### src/rtl/axi4_write_burster.sv
// axi4_write_burster: turns one burst request plus a write-data stream into an AXI4 INCR write burst.
// Ports:
//   clock, reset (async active-low)
//   req_valid/req_ready, req_addr, req_len      burst request (len = beats - 1)
//   data_valid/data_ready, data_bits            write-data stream
//   aw_valid/aw_ready, aw_addr/size/len/burst   AXI write-address channel
//   w_valid/w_ready, w_data, w_strb, w_last     AXI write-data channel
//   b_valid/b_ready, b_resp                     AXI write-response channel
//   done_valid, done_resp                       one-cycle completion pulse and status
//   busy                                        high whenever not IDLE
// Build option: define AXI_WB_4K_CHECK_EN to reject bursts crossing a 4 KB page;
// a rejected burst has its data drained and completes with SLVERR (2'b10).
module axi4_write_burster #(
    parameter int ADDR_BITS = 32,
    parameter int SIZE_BITS = 3,
    parameter int LEN_BITS  = 8,
    parameter int DATA_BITS = 64
) (
    input  logic                   clock,
    input  logic                   reset,
    input  logic                   req_valid,
    output logic                   req_ready,
    input  logic [ADDR_BITS-1:0]   req_addr,
    input  logic [LEN_BITS-1:0]    req_len,
    input  logic                   data_valid,
    output logic                   data_ready,
    input  logic [DATA_BITS-1:0]   data_bits,
    output logic                   aw_valid,
    input  logic                   aw_ready,
    output logic [ADDR_BITS-1:0]   aw_addr,
    output logic [SIZE_BITS-1:0]   aw_size,
    output logic [LEN_BITS-1:0]    aw_len,
    output logic [1:0]             aw_burst,
    output logic                   w_valid,
    input  logic                   w_ready,
    output logic [DATA_BITS-1:0]   w_data,
    output logic [DATA_BITS/8-1:0] w_strb,
    output logic                   w_last,
    input  logic                   b_valid,
    output logic                   b_ready,
    input  logic [1:0]             b_resp,
    output logic                   done_valid,
    output logic [1:0]             done_resp,
    output logic                   busy
);
    localparam int BYTES = DATA_BITS / 8;
    localparam int OFF   = $clog2(BYTES);
    localparam logic [LEN_BITS:0] ONE = 1;

`ifdef AXI_WB_4K_CHECK_EN
    typedef enum logic [2:0] {IDLE, ADDR, DATA, RESP, DRAIN} state_t;
`else
    typedef enum logic [1:0] {IDLE, ADDR, DATA, RESP} state_t;
`endif

    state_t                state, state_nxt;
    logic [ADDR_BITS-1:0]  addr_q, aligned;
    logic [LEN_BITS-1:0]   len_q;
    logic [LEN_BITS:0]     cnt;
    logic                  req_fire, aw_fire, w_fire, data_fire, b_fire;
    logic                  last_beat, cnt_ok, w_load, go_drain;

    assign aligned   = req_addr & ~ADDR_BITS'(BYTES - 1);
    assign req_ready = state == IDLE;
    assign busy      = state != IDLE;
    assign b_ready   = state == RESP;
    assign aw_addr   = addr_q;
    assign aw_len    = len_q;
    assign aw_size   = SIZE_BITS'(OFF);
    assign aw_burst  = 2'b01;
    assign w_strb    = {BYTES{w_valid}};
    // The counter is one bit wider than len so a 2^LEN_BITS-beat burst cannot wrap.
    assign last_beat = cnt == {1'b0, len_q};
    assign cnt_ok    = cnt <= {1'b0, len_q};
    assign req_fire  = req_valid && req_ready;
    assign aw_fire   = aw_valid && aw_ready;
    assign w_fire    = w_valid && w_ready;
    assign data_fire = data_valid && data_ready;
    assign b_fire    = b_valid && b_ready;
    assign w_load    = data_fire && state == DATA;

`ifdef AXI_WB_4K_CHECK_EN
    logic [31:0] span;
    assign span       = 32'(aligned[11:0]) + (32'(req_len) + 32'd1) * 32'(BYTES);
    assign go_drain   = span > 32'd4096;
    // Draining swallows the stream without touching the W channel.
    assign data_ready = cnt_ok && ((state == DATA && (!w_valid || w_ready)) || state == DRAIN);
`else
    assign go_drain   = 1'b0;
    assign data_ready = cnt_ok && state == DATA && (!w_valid || w_ready);
`endif

    always_ff @(posedge clock or negedge reset) begin
        if (!reset) state <= IDLE;
        else        state <= state_nxt;
    end

    always_comb begin
        state_nxt = state;
        case (state)
`ifdef AXI_WB_4K_CHECK_EN
            IDLE:    if (req_fire) state_nxt = go_drain ? DRAIN : ADDR;
            DRAIN:   if (data_fire && last_beat) state_nxt = IDLE;
`else
            IDLE:    if (req_fire) state_nxt = ADDR;
`endif
            ADDR:    if (aw_fire) state_nxt = DATA;
            DATA:    if (w_fire && w_last) state_nxt = RESP;
            RESP:    if (b_fire) state_nxt = IDLE;
            default: state_nxt = IDLE;
        endcase
    end

    always_ff @(posedge clock or negedge reset) begin
        if (!reset) begin
            addr_q     <= '0;
            len_q      <= '0;
            cnt        <= '0;
            aw_valid   <= 1'b0;
            w_valid    <= 1'b0;
            w_data     <= '0;
            w_last     <= 1'b0;
            done_valid <= 1'b0;
            done_resp  <= 2'b00;
        end else begin
            done_valid <= 1'b0;
            if (req_fire) begin
                addr_q   <= aligned;
                len_q    <= req_len;
                cnt      <= '0;
                aw_valid <= !go_drain;
            end
            if (aw_fire) aw_valid <= 1'b0;
            if (data_fire) cnt <= cnt + ONE;
            // A load in the same cycle as a W handshake refills the buffer with no bubble.
            if (w_load) begin
                w_data  <= data_bits;
                w_valid <= 1'b1;
                w_last  <= last_beat;
            end else if (w_fire) begin
                w_valid <= 1'b0;
                w_last  <= 1'b0;
            end
            if (b_fire) begin
                done_valid <= 1'b1;
                done_resp  <= b_resp;
            end
`ifdef AXI_WB_4K_CHECK_EN
            if (state == DRAIN && data_fire && last_beat) begin
                done_valid <= 1'b1;
                done_resp  <= 2'b10;
            end
`endif
        end
    end
endmodule

### config.mk
export PLATFORM = sky130hd
export DESIGN_NAME = axi4_write_burster
export DESIGN_NICKNAME = d
export VERILOG_FILES = /design/src/rtl/axi4_write_burster.sv
export SDC_FILE = /design/constraint.sdc
export NUM_CORES = 1
export LEC_CHECK = 0
export CAP_MARGIN = 20
export CELL_PAD_IN_SITES_DETAIL_PLACEMENT = 1
export CELL_PAD_IN_SITES_GLOBAL_PLACEMENT = 1
export CORE_MARGIN = 2
export CORE_UTILIZATION = 35
export CTS_BUF_LIST = sky130_fd_sc_hd__clkbuf_4 sky130_fd_sc_hd__clkbuf_8 sky130_fd_sc_hd__clkbuf_16
export DETAILED_ROUTE_END_ITERATION = 7
export PLACE_DENSITY_LB_ADDON = 0.1
export RECOVER_POWER = 100
export SYNTH_ARGS = -nofsm -noshare
export SYNTH_HDL_FRONTEND = slang
export SYNTH_SLANG_ARGS = --single-unit
### constraint.sdc
create_clock -name clock -period 6.61 [get_ports clock]
set_input_delay 1.6525 -clock clock [delete_from_list [all_inputs] [get_ports clock]]
set_output_delay 1.6525 -clock clock [all_outputs]
set_load 0.01 [all_outputs]
* Yosys cells after proc, flatten, opt, wreduce, memory -nomap -nowiden
Index checks and enable logic that the tools add are counted.
Word-level totals: register bits 118, input port bits 113
Operators by class: eq/ne operators 8, $lt $le $gt $ge 1, reduce and logical (&&, ||, !) cells 17, multiplexer cells 13, add/subtract/negate cells 1
Operators by type and width (count):
- $mux W9 | 2
- $add A9 B1 Y9 const B | 1
- $eq A9 B8 Y1 | 1
- $le A9 B8 Y1 | 1
- $logic_and A1 B1 Y1 | 9
- $mux W2 | 4
- $pmux W2 S4 | 1
- $reduce_bool A2 Y1 | 4
- $mux W1 | 6
- $ne A2 B1 Y1 const B | 3
- $eq A2 B2 Y1 const B | 2
- $reduce_and A4 Y1 | 1
- $eq A2 B1 Y1 const B | 1
- $logic_not A2 Y1 | 1
- $ne A2 B2 Y1 const B | 1
- $logic_not A1 Y1 | 1
- $logic_or A1 B1 Y1 | 1

* Logic depth before layout (Yosys ltp)
Gate-level depths: netlist of run 1.
depth in word-level cells 6, depth in mapped cells 9

* Worst setup path before layout of run 1
Ideal clock, no wire load.
path kind input-to-output, start point input port w_ready, end point output port data_ready, slack 2.961 ns, arrival 1.997 ns, data required time 4.957 ns, stages 2, path through nand2b_1 o2111a_1
Between the ends: word-level cells in the longest chain between the ends 2
RTL lines:
- from (decl) | RTL line 35 | input logic w_ready,
- $logic_or A1 B1 Y1 | RTL line 90 | assign data_ready = cnt_ok && state == DATA && (!w_valid || w_ready);
- $logic_and A1 B1 Y1 | RTL line 90
- to (decl) | RTL line 26 | output logic data_ready,
Every way passes these cells.

* Worst setup path in the final report of run 1
start point input port w_ready, end point register w_data[22]
Between the ends: word-level cells in the longest chain between the ends 4
RTL lines:
- $logic_or A1 B1 Y1 | RTL line 90
- $logic_and A1 B1 Y1 | RTL line 90
- $logic_and A1 B1 Y1 | RTL line 78 | assign data_fire = data_valid && data_ready;
- $logic_and A1 B1 Y1 | RTL line 80 | assign w_load = data_fire && state == DATA;
- to (signal assigned) | RTL line 137 | w_data <= data_bits;
- to (decl) | RTL line 36 | output logic [DATA_BITS-1:0] w_data,
Every way passes these cells. A chain may end at the register's enable or synchronous reset.

==> flow_summary_export.csv, run 1 <==
group,metric,value,unit
flow_run,maxCapViolCount,2,
clock_network,cts.sinks,118,
place,gp_congestion,0.750,
critical_path,criticalPathCategory,"primary input to register",
power,ir_drop,0.000169,V
place,dpl.hpwl,10100,um
final_layout,drive_gt1_share,17.8,%
floorplanning,die_w,126,um
yosys,syn_inst,354,
yosys,synth_ff_type,"dfrtp_1",
yosys,yosys_warnings,0,
clock_network,cts_root_buf,"clkbuf_16",
timing,fin_crit,4.88,ns
routing,drt_wl_total,13900,um
clock_network,post_cts_buffers,0,
routing,antenna_left,0,
floorplanning,core-area,14500,um2
global_routing,grt_usage,18.3,%
final_layout,layout.nets,709,
timing,worstMarginPinSlew,3.09,ns
timing,hold_violations,0,
timing,setup_viol,0,
place,post-place-ws,1.93,ns
global_routing,antenna_found_initial,0,
timing,layout_setup_ws,1.73,ns
routing,drtPass1Iterations,4,
yosys,synth.distinct_cells,37,
clock_network,clock_path_buffers,2,
power,power.leakage,4.13,nW
clock_network,htreeDepth,4,
final_layout,n_antenna_cell,0,
timing,relSlewSlack,-106,%
floorplanning,die_y,126,um
critical_path,critPathMaxFanout,26,
routing,drc_errors,0,
timing,finClkSkew,0.00956,ns
timing,fin_crit_sh,73.9,%
clock_network,clock_latency,0.42,ns
final_layout,fill_cells,1486,
yosys,ys_seq_area_share,56.5,%
clock_network,numCtsBuffers,17,
routing,drtIter0Drc,126,
critical_path,startpoint_type,"primary input",
status,status,"finished, violations left",
routing,vias,3648,
place,portBuffers,228,
yosys,syn_area,5230,um2
floorplanning,dieArea,15900,um2
global_routing,grt_pass1_vias,4226,
timing,maxSlewViolCount,77,
yosys,async_flop_share,100,%
routing,viasPerCell,4.68,
clock_network,hold_buffers,0,
clock_network,cts-resized-gates,0,
floorplanning,pin_count,240,
global_routing,overflow,0,
timing,grt_setup_unrepaired,"no",
routing,avgRoutedWirePerCell,17.8,um
critical_path,crit_required,6.90,ns
power,p_per_area,211,nW/um2
clock_network,tritoncts,"built",
status,violations,"max-capacitance violations, max-slew violations",
global_routing,grt_start_max_net_pins,64,
yosys,syn_avg_cell_area,14.8,um2
timing,max_freq,205,MHz
final_layout,synthToLayoutAreaGrowth,52.4,%
floorplanning,initial_core_util,36.0,%
hold_path,hp-class,"register to register",
critical_path,end_kind,"register",
clock_network,clkTransAtPathRegs,0.06,ns
yosys,synth_seq_cells,118,
global_routing,grt_pass1_wl,22400,um
critical_path,cp_data_arrival_time,5.18,ns
yosys,synth_edf_count,0,
floorplanning,num_rows,44,
timing,tns,0,ns
-- layer usage --
layer | part of all wire, % | track usage, %
met2 | 52 | 31.8
met1 | 37 | 19.3
met3 | 9.7 | 10.1
met4 | 0.71 | 4.59
met5 | 0 | 0
-- layout by cell type, fill, tap and decap left out, drive strengths merged, types with 2 or more instances in the layout --
cell	Yosys	layout
nand3	6	6
mux2	104	104
clkinv	0	5
nor2b	3	3
o21ai	5	5
clkbuf	5	22
nand2b	5	5
a21o	2	2
dfrtp	118	118
clkinvlp	0	5
conb	2	8
o211ai	5	5
inv	13	14
and3	2	2
or2	2	2
ha	13	13
or3	2	2
a211oi	5	5
clkdlybuf4s50	0	105
a31o	5	5
nand2	17	17
a21oi	2	2
buf	23	3
dlygate4sd3	0	122
nor2	4	4
-- cells by family (layout without fill, tap and decap cells) --
kind of cell             after synthesis  count (layout)  synth area share, %
AO/OA/AOI/OAI                         32              32                 5.10
multiplexers                         105             105                 26.1
flip-flops                           118             118                 56.5
adder cells (fa/ha/maj)               13              13                 3.11
buffers and inverters                 41             277                 4.98
other                                  2               8                0.144
AND/OR/NAND/NOR                       43              43                 4.05
-- cell type report --
| class | count | area (um2) | area share [%] |
|---|---|---|---|
| flip-flops and latches | 118 | 2950 | 37.1 |
| well taps | 184 | 230 | 2.89 |
| repair buffers | 232 | 2300 | 28.9 |
| inverters | 13 | 48.8 | 0.613 |
| clock inverters | 12 | 101 | 1.27 |
| multi-input cells | 201 | 1860 | 23.4 |
| clock buffers | 20 | 467 | 5.86 |
-- final timing paths --
check                           start    endpoint  slack, ns  cells past startpoint
setup / recovery              w_ready  w_data[22]       1.73                      7
hold reg to reg            w_data[35]  w_data[35]       0.48                      1
hold / removal             w_data[35]  w_data[35]       0.48                      1
max in group asynchronous       reset   aw_len[5]       2.25                      2
setup reg to reg               cnt[6]  w_data[22]       2.59                      7
min in group asynchronous       reset   aw_len[2]       2.25                      1
-- flip-flops by register name, summed over array words and instances (netlist names) --
register and cells:
aw_addr 29, aw_len 8, aw_valid 1, cnt 9, done_resp 2, done_valid 1
state 2, w_data 64, w_last 1, w_valid 1
-- stage by stage --
stage | instances | power (mW) | hold slack [ns] | cell area [um2] | util, %
after floorplan | 360 | 0.742 | 0.510 | 5250 | -
after CTS | 780 | 1.71 | 0.506 | 8170 | 56.2
after global placement | 747 | 0.818 | 0.483 | 7580 | 52.1
after detailed placement | 748 | 0.820 | 0.494 | 7600 | 52.3
after global routing | 780 | 1.75 | 0.503 | 7960 | 54.8
final | 780 | 1.68 | 0.480 | 7960 | 54.8
-- report_power, final --
part / switching (mW) / leakage [nW] / internal, mW
Clock: 0.336 / 0.270 / 0.543
Sequential: 0 / 1.64 / 0.723
Combinational: 0.0252 / 2.22 / 0.0558
Total: 0.361 / 4.13 / 1.32
-- cell usage after synthesis, types with 2 or more instances --
| cell | count | area (um2) |
|---|---|---|
| a21oi_1 | 2 | 10.0 |
| conb_1 | 2 | 7.51 |
| and3_1 | 2 | 12.5 |
| inv_1 | 13 | 48.8 |
| a21o_1 | 2 | 15.0 |
| a31o_2 | 5 | 43.8 |
| a211oi_1 | 5 | 37.5 |
| nand3_1 | 6 | 30.0 |
| o211ai_1 | 5 | 37.5 |
| mux2_2 | 55 | 619 |
| mux2_4 | 49 | 736 |
| or2_2 | 2 | 12.5 |
| nor2_1 | 3 | 11.3 |
| o21ai_0 | 4 | 20.0 |
| nor2b_1 | 3 | 18.8 |
| dfrtp_1 | 118 | 2950 |
| clkbuf_1 | 5 | 18.8 |
| nand2_1 | 17 | 63.8 |
| buf_6 | 6 | 67.6 |
| or3_1 | 2 | 12.5 |
| buf_4 | 16 | 120 |
| ha_1 | 13 | 163 |
| nand2b_1 | 5 | 31.3 |
-- critical path: stages --
cell and delay (ns):
dlygate4sd3_1 0.57, nand2b_1 0.15, and3_1 0.19, o21ai_0 0.40, nor2_1 1.31, buf_4 0.51, mux2_2 0.39
No activity file was read; power rests on OpenSTA's default activity.
==> run 2, diff against run 1 <==
--- a/config.mk
+++ b/config.mk
@@ -9,7 +9,7 @@
 export CELL_PAD_IN_SITES_DETAIL_PLACEMENT = 1
 export CELL_PAD_IN_SITES_GLOBAL_PLACEMENT = 1
 export CORE_MARGIN = 2
-export CORE_UTILIZATION = 35
+export CORE_UTILIZATION = 29
 export CTS_BUF_LIST = sky130_fd_sc_hd__clkbuf_4 sky130_fd_sc_hd__clkbuf_8 sky130_fd_sc_hd__clkbuf_16
 export DETAILED_ROUTE_END_ITERATION = 7
 export PLACE_DENSITY_LB_ADDON = 0.1
==> constraint.sdc (replaced) <==
create_clock -name clock -period 4.12 [get_ports clock]
set_input_delay 1.03 -clock clock [delete_from_list [all_inputs] [get_ports clock]]
set_output_delay 1.03 -clock clock [all_outputs]
set_load 0.01 [all_outputs]
==> flow_summary_export.csv, run 2 (same netlist as run 1, synthesis figures left out) <==
group,metric,value,unit
global_routing,antenna_found_initial,0,
clock_network,tritoncts,"built",
final_layout,n_antenna_cell,0,
critical_path,end_kind,"output pin",
hold_path,hold_start,"w_data[48]",
floorplanning,dieArea,19100,um2
flow_run,maxCapViolCount,2,
timing,setup_viol,0,
final_layout,fin_cells,827,
clock_network,cts-resized-gates,0,
timing,relSlewSlack,-8.61,%
critical_path,cp_data_arrival_time,2.78,ns
final_layout,final_common_cell,"dlygate4sd3_1",
clock_network,clock_path_buffers,2,
routing,antenna_left,0,
power,ir_drop,0.000253,V
status,status,"finished, violations left",
routing,drc_errors,0,
global_routing,grt_pass1_wl,23300,um
final_layout,layout.nets,711,
place,portBuffers,228,
timing,max_freq,263,MHz
timing,fin_crit,3.81,ns
routing,drtIter0Drc,68,
final_layout,largest_reg_flops,64,
final_layout,final_cell_mix,"122 x dlygate4sd3_1, 118 x dfrtp_1, 105 x clkdlybuf4s50_1",
timing,worstMarginPinSlew,1.63,ns
floorplanning,num_rows,49,
clock_network,post_cts_buffers,0,
critical_path,crit_required,3.09,ns
clock_network,numCtsBuffers,17,
global_routing,grt_usage,15.5,%
hold_path,hp-class,"register to register",
global_routing,overflow,0,
clock_network,cts.sinks,118,
critical_path,startpoint_type,"register",
final_layout,largest_register,"w_data",
power,power.leakage,4.17,nW
final_layout,drive_gt1_share,17.2,%
status,violations,"max-capacitance violations, max-slew violations",
power,p_per_area,355,nW/um2
critical_path,critPathMaxFanout,6,
clock_network,clock_latency,0.42,ns
floorplanning,initial_core_util,29.3,%
routing,viasPerCell,4.48,
global_routing,grt_start_max_net_pins,64,
timing,layout_setup_ws,0.312,ns
routing,drtPass1Iterations,4,
critical_path,r2r-start,"cnt[4]",
clock_network,clkTransAtPathRegs,0.06,ns
routing,drt_wl_total,14000,um
place,dpl.hpwl,9960,um
routing,avgRoutedWirePerCell,17.0,um
floorplanning,die_w,138,um
timing,hold_violations,0,
clock_network,hold_buffers,0,
final_layout,synthToLayoutAreaGrowth,54.2,%
critical_path,criticalPathCategory,"register to output pin",
floorplanning,core-area,17800,um2
clock_network,cts_root_buf,"clkbuf_16",
timing,maxSlewViolCount,94,
timing,fin_crit_sh,92.4,%
routing,vias,3701,
clock_network,htreeDepth,4,
place,place_inst,795,
critical_path,crit_path_start,"cnt[4]",
timing,tns,0,ns
timing,grt_setup_unrepaired,"no",
global_routing,grt_pass1_vias,4237,
timing,finClkSkew,0.0100,ns
power,power.total,2.86,mW
place,post-place-ws,0.651,ns
floorplanning,pin_count,240,
place,gp_congestion,0.710,
floorplanning,die_y,138,um
final_layout,utilization,45.2,%
run 2: final cells by class:
class | instances | area [um2]
multi-input cells | 201 | 1840
clock buffers | 20 | 448
inverters | 13 | 48.8
repair buffers | 234 | 2300
clock inverters | 12 | 178
well taps | 229 | 287
fillers | 1876 | 9780
flip-flops and latches | 118 | 2950
run 2: worst paths after layout:
path	slack, ns	to	depth (start not counted)
max	0.31	data_ready	6
min	0.48	w_data[48]	1
max reg2reg	0.68	w_data[42]	7
min reg2reg	0.48	w_data[48]	1
max in group asynchronous	0.90	aw_addr[23]	2
min in group asynchronous	0.96	aw_addr[12]	1
run 2: power by group:
group          internal (mW)  leakage (nW)  switching, mW
combinational         0.0892          2.21         0.0401
sequential              1.16          1.64              0
clock                   1.03         0.309          0.540
run 2: critical path: stages, from the launching register on:
cell and delay (ns):
dfrtp_1 0.43, ha_1 0.32, nand3_1 0.14, o21bai_1 0.25, a2111o_1 0.48, o2111a_1 0.15, dlygate4sd3_1 0.60
run 2: metrics by stage:
| stage | area [um2] | hold WS [ns] |
|---|---|---|
| after floorplan | 5250 | 0.510 |
| after global placement | 7690 | 0.482 |
| after detailed placement | 7710 | 0.492 |
| after CTS | 8330 | 0.506 |
| after global routing | 8060 | 0.502 |
| final | 8060 | 0.480 |
run 2: per-layer routing:
metal	vias up	routed length, um	track usage (%)
li1	1693	-	-
met4	0	214	5.96
met2	129	7400	26.5
met1	1865	5190	16.9
met3	14	1250	7.00
met5	-	0	0
